File: src/rtl/instr_fetch.sv
// instr_fetch -- instruction fetch sequencer between an 8-bit-addressed
// instruction memory and a CPU that uses a load/start/wait handshake.
//
// Ports
//   clk        : single clock, all state changes on the rising edge
//   reset      : synchronous active-low reset
//   run        : level enable, sampled in IDLE and at instruction completion
//   mem_addr   : instruction memory address (always equals pc)
//   mem_rd     : memory read strobe (FETCH only)
//   mem_rdata  : memory read data, valid the cycle after mem_rd
//   cpu_in     : instruction word to the CPU instruction register (= ir)
//   cpu_load   : CPU instruction-register load enable (one cycle)
//   cpu_s      : CPU start pulse (one cycle)
//   cpu_w      : CPU waiting/idle flag, 1 = instruction finished
//   br_valid   : redirect request, honoured only while executing
//   br_target  : redirect address
//   pc         : current program counter
//   halted     : high while stopped on a halt instruction
//   icount     : saturating count of completed instructions
module instr_fetch #(
    parameter logic [7:0] RESET_PC = 8'h00,
    parameter logic [2:0] HALT_OP  = 3'b111
) (
    input  logic        clk,
    input  logic        reset,
    input  logic        run,
    output logic [7:0]  mem_addr,
    output logic        mem_rd,
    input  logic [15:0] mem_rdata,
    output logic [15:0] cpu_in,
    output logic        cpu_load,
    output logic        cpu_s,
    input  logic        cpu_w,
    input  logic        br_valid,
    input  logic [7:0]  br_target,
    output logic [7:0]  pc,
    output logic        halted,
    output logic [15:0] icount
);

    typedef enum logic [2:0] {
        IDLE, FETCH, MEMWAIT, LOAD, START, EXEC, HALTED
    } state_t;

    state_t      state, state_nx;
    logic [15:0] ir;
    logic        exec_first;   // first EXEC cycle: cpu_w may still be stale
    logic        redir;
    logic [7:0]  redir_tgt;
    logic        done;

    assign mem_addr = pc;
    assign cpu_in   = ir;

    always_comb begin
        state_nx = state;
        done     = 1'b0;
        mem_rd   = 1'b0;
        cpu_load = 1'b0;
        cpu_s    = 1'b0;
        halted   = 1'b0;
        case (state)
            IDLE:    if (run) state_nx = FETCH;
            FETCH: begin
                mem_rd   = 1'b1;
                state_nx = MEMWAIT;
            end
            MEMWAIT: state_nx = (mem_rdata[15:13] == HALT_OP) ? HALTED : LOAD;
            LOAD: begin
                cpu_load = 1'b1;
                state_nx = START;
            end
            START: begin
                cpu_s    = 1'b1;
                state_nx = EXEC;
            end
            EXEC: begin
                if (!exec_first && cpu_w) begin
                    done     = 1'b1;
                    state_nx = run ? FETCH : IDLE;
                end
            end
            HALTED:  halted = 1'b1;
            default: state_nx = IDLE;
        endcase
    end

    always_ff @(posedge clk) begin
        if (!reset) begin
            state      <= IDLE;
            pc         <= RESET_PC;
            ir         <= 16'h0000;
            icount     <= 16'h0000;
            redir      <= 1'b0;
            redir_tgt  <= 8'h00;
            exec_first <= 1'b0;
        end else begin
            state      <= state_nx;
            exec_first <= (state == START);
            if (state == MEMWAIT) ir <= mem_rdata;
            if (state == EXEC && br_valid) begin
                redir     <= 1'b1;
                redir_tgt <= br_target;
            end
            if (done) begin
                // a redirect arriving on the completing cycle still wins
                if (br_valid)   pc <= br_target;
                else if (redir) pc <= redir_tgt;
                else            pc <= pc + 8'd1;
                if (icount != 16'hFFFF) icount <= icount + 16'd1;
                redir <= 1'b0;
            end
        end
    end

endmodule

File: config.mk
export PLATFORM = sky130hd
export DESIGN_NAME = instr_fetch
export DESIGN_NICKNAME = d
export VERILOG_FILES = /design/src/rtl/instr_fetch.sv
export SDC_FILE = /design/constraint.sdc
export NUM_CORES = 1
export LEC_CHECK = 0
export BUFFER_PORTS_ARGS = -buffer_cell sky130_fd_sc_hd__buf_2
export CORE_MARGIN = 10
export CORE_UTILIZATION = 25
export DETAILED_ROUTE_END_ITERATION = 10
export HOLD_SLACK_MARGIN = 0.02
export PLACE_DENSITY = 0.43
export SETUP_SLACK_MARGIN = 0.1
export SLEW_MARGIN = 30
export SYNTH_ARGS = -nofsm -noshare
export SYNTH_HDL_FRONTEND = slang
export SYNTH_SLANG_ARGS = --single-unit
File: constraint.sdc
create_clock -name clk -period 2.3 [get_ports clk]
set_clock_uncertainty 0.05 [all_clocks]
set_input_delay 0.69 -clock clk [delete_from_list [all_inputs] [get_ports clk]]
set_output_delay 0.69 -clock clk [all_outputs]
set_load 0.01 [all_outputs]
# Word level (Yosys, flattened, before mapping)
# Index checks and enable logic that the tools add are counted.
[word_totals]
ff_bits = 53
out_inout_bits = 52
[classes]
n_eq_ne = 10
bitwise_logic = 2
reduce_logical = 7
n_mux = 13
n_addsub = 2
[ops]
columns = ["operator", "count"]
rows = [
  ["case mux 3 bit (7 select lines)", 1],
  ["adder 16 x 1 -> 16 bit (second input constant)", 1],
  ["2-to-1 mux 8 bit", 2],
  ["!= test 16 bit (second input constant)", 1],
  ["equality test 3 bit (second input constant)", 4],
  ["2-to-1 mux 3 bit", 3],
  ["adder 8 x 1 -> 8 bit (second input constant)", 1],
  ["2-to-1 mux 1 bit", 7],
  ["equality test 3 x 2 -> 1 bit (second input constant)", 2],
  ["!= test 2 bit (second input constant)", 2],
  ["equality test 3 x 1 -> 1 bit (second input constant)", 1],
  ["logical NOT 3 bit", 1],
  ["AND reduction 3 bit", 1],
  ["logical AND 1 bit", 2],
  ["NOT 1 bit", 2],
  ["AND reduction 2 bit", 1],
  ["OR reduction 2 bit", 1],
  ["logical NOT 1 bit", 1],
]

# Logic depth before layout (Yosys ltp)
[depth]
word_depth = 5
depth_mapped = 7

# Worst setup path after synthesis
# Ideal clock, no wire load.
[synth_path]
path_type = "input to register"
from = "input cpu_w"
to = "register icount[4]"
slack_ns = 0.424
required_time_ns = 2.180
t_arrival_ns = 1.755
path_stages = 4
path_cell_list = "nor2b_1 > nand2_1 > or4_1 > a21oi_1"
[synth_between]
elab_chain_cells = 4
[synth_lines]
columns = ["item", "line", "source"]
rows = [
  ["start, declared", "33", "input logic cpu_w,"],
  ["logical AND 1 bit", "78", "if (!exec_first && cpu_w) begin"],
  ["2-to-1 mux 1 bit", "78", ""],
  ["2-to-1 mux 1 bit", "62", "case (state)"],
  ["AND reduction 2 bit (no source line)", "--", ""],
  ["end signal, assigned", "110", "if (icount != 16'hFFFF) icount <= icount + 16'd1;"],
  ["end, declared", "38", "output logic [15:0] icount"],
]
# Every way passes these cells.
# A chain may end at the register's enable or synchronous reset.

# Worst setup path after layout
[layout_path]
from = "register state[2]"
to = "output cpu_load"
[layout_between]
elab_chain_cells = 2
[layout_lines]
columns = ["item", "line", "source"]
rows = [
  ["start, declared", "45", "state_t state, state_nx;"],
  ["start signal, assigned", "98", "state <= state_nx;"],
  ["equality test 3 x 2 -> 1 bit", "62", ""],
  ["2-to-1 mux 1 bit", "62", ""],
  ["end, declared", "31", "output logic cpu_load,"],
]
# Every way passes these cells.

==> flow_summary.json <==
{
  "outcome": "finished clean",
  "arrival_ps": 1260,
  "min_period_ps": 2000,
  "synth_area_leaders": "dfxtp_1 (41%), nand2_1 (10%), a21oi_1 (9.9%), o21ai_0 (3.9%), mux2i_1 (2.7%)",
  "nets": 424,
  "max_freq_ghz": 0.499,
  "slew_headroom": 0.582,
  "cts_max_path_buffers": 2,
  "total_power_mw": 1.86,
  "crit_type": "flip-flop to primary output",
  "slew_violations": 0,
  "detailed_place_hpwl_microns": 5580,
  "synth_edf_count": 0,
  "setup_tns_ps": 0,
  "ys_types": 46,
  "final_util": 0.314,
  "insertion_delay_ps": 310,
  "htreeDepth": 2,
  "root_buffer": "clkbuf_8",
  "rsz0062_at_grt": "false",
  "peakVddDrop_uv": 337,
  "grt_pass1_vias": 2492,
  "synth_top_area_cell": "dfxtp_1",
  "hold_viol": 0,
  "startpoint_type": "flip-flop",
  "post-cts-setup-buffer-count": 0,
  "grt_overflow": 0,
  "area_delta_synth_final_pct": 23.4,
  "cellPowerDensity_nw_per_um2": 581,
  "ys_warn_count": 0,
  "layoutNonFillerInstCount": 530,
  "ctsResizeCount": 0,
  "critPathSlowestCell": "dfxtp_1",
  "design.die.area_sq_um": 14800,
  "cts_hold_buf": 0,
  "grt_first_pass_wirelength_microns": 12700,
  "multi_input_area_sq_um": 1360,
  "slowest_delay_ps": 480,
  "wl_microns": 7640,
  "dr.pass1.iters": 4,
  "clkTransAtPathRegs_ps": 110,
  "core_sq_um": 10200,
  "wl_per_cell_microns": 14.4,
  "setup_viol": 0,
  "die_w_microns": 122,
  "seq_area_sq_um": 1060,
  "cts_num_sinks": 53,
  "cts_tree": "yes",
  "finalCritPeriodShare": 0.871,
  "syn_nets": 357,
  "route.detailed.drc": 0,
  "grt_max_degree": 46,
  "drtIter0Drc": 148,
  "antenna_found_initial": 0,
  "numCtsBuffers": 5,
  "ant_nets": 0,
  "worst_ep_required_time_ps": 1560,
  "fp-row-count": 37,
  "max-cap-violations": 0,
  "start_util": 0.254,
  "portBuffers": 80,
  "num_io_pins": 81,
  "p_leak_nw": 1.29,
  "synth_top_cell_area_share": 0.410,
  "avgViaCountPerCell": 4.64,
  "place_congestion": 0.803,
  "num-fill-cells": 1146,
  "placed_area_sq_um": 3080,
  "synth_ff_type": "dfxtp_1",
  "syn_area_sq_um": 2590,
  "die_h_microns": 122,
  "endpoint_kind": "primary output",
  "synthArstFlopShare": 0,
  "yosysSeqAreaShare": 0.410,
  "dp_cells": 522,
  "worstPathCellList": "inv_1 > and3_1 > buf_2",
  "cp_max_fo": 9,
  "antenna_cells": 0,
  "worstMarginPinSlew_ps": 626,
  "synth-seq-cells": 53,
  "drive_gt1_frac": 0.264,
  "syn_inst": 326,
  "grt_usage": 0.104,
  "hp-class": "flip-flop to flip-flop",
  "design_area_sq_um": 3200,
  "vias": 2459,
  "synth_area_per_cell_sq_um": 7.94
}
==> through the flow <==
| step | worst slack, ps | hold WS [ps] |
|---|---|---|
| after floorplan | 424 | 386 |
| after global placement | 290 | 391 |
| after detailed placement | 273 | 397 |
| after CTS | 150 | 414 |
| after global routing | 141 | 428 |
| final | 296 | 409 |
==> cell usage in the layout (no fill, tap or decap), types with 6 or more instances in the layout <==
cell type / n
a21oi_1: 51
buf_2: 80
dfxtp_1: 52
inv_1: 7
mux2i_1: 7
nand2_1: 69
nand2b_1: 7
nand3_1: 6
nand4_1: 7
nor2_1: 11
nor3_1: 8
o21ai_0: 20
o31ai_1: 6
or4_1: 6
==> power breakdown <==
group          switching [mW]  internal, mW
Combinational           0.124        0.0807
Clock                   0.341         0.333
Sequential             0.0288         0.949
Total                   0.494          1.36
==> layer usage <==
layer / global-route usage / share of wire
met5: 0 / 0
met4: 0.0246 / 0.0072
met3: 0.0379 / 0.071
met2: 0.160 / 0.46
met1: 0.134 / 0.47
==> cells in the mapped netlist, types with 2 or more instances <==
cell,count
and4_1,5
nor3_1,8
and3_1,4
o21ai_0,20
a21oi_1,51
dfxtp_1,53
or3_2,2
nand2b_1,7
inv_1,7
nand3b_1,3
or4_1,6
buf_4,8
nand3_1,6
nand4_1,7
o31ai_1,6
ha_1,2
a211oi_1,2
nand2_1,69
nor2_1,11
clkbuf_1,14
xnor2_1,3
mux2i_1,7
buf_2,2
==> final cells by class <==
type                            count  area share
Timing Repair Buffer               86       0.143
Clock inverter                      3      0.0149
Inverter                            8     0.00940
Clock buffer                        5      0.0215
Sequential cell                    53       0.332
Tap cell                          136      0.0532
Multi-Input combinational cell    239       0.425
==> cell families (layout without fill, tap and decap cells) <==
logic type	Yosys count	after routing	synth area share
AOI/OAI and AO/OA	87	87	0.187
xor gates and xnor gates	3	3	0.0102
adders and majority gates	2	2	0.00966
buffers and inverters	34	102	0.0652
DFF	53	53	0.410
muxes	7	7	0.0271
and+or+nand+nor	140	140	0.291
==> worst paths after layout <==
path | startpoint | to | slack, ps | cells after the start
setup / recovery | state[2] | cpu_load | 300 | 3
hold / removal | redir_tgt[6] | redir_tgt[6] | 410 | 2
setup reg to reg | icount[0] | icount[1] | 450 | 6
hold reg to reg | redir_tgt[6] | redir_tgt[6] | 410 | 2
==> critical path, delay by kind of cell (launching register included) <==
family / cells / cell delay (ps)
flip-flops: 1 / 480
AND/OR/NAND/NOR: 1 / 210
buffers and inverters: 2 / 260
==> state kept, by name (all words and copies together), names as in the netlist <==
register,count
cpu_in,16
icount,16
mem_addr,8
redir_tgt,8
state,3
exec_first,1
redir,1
Power figures use the tool's default switching activity.
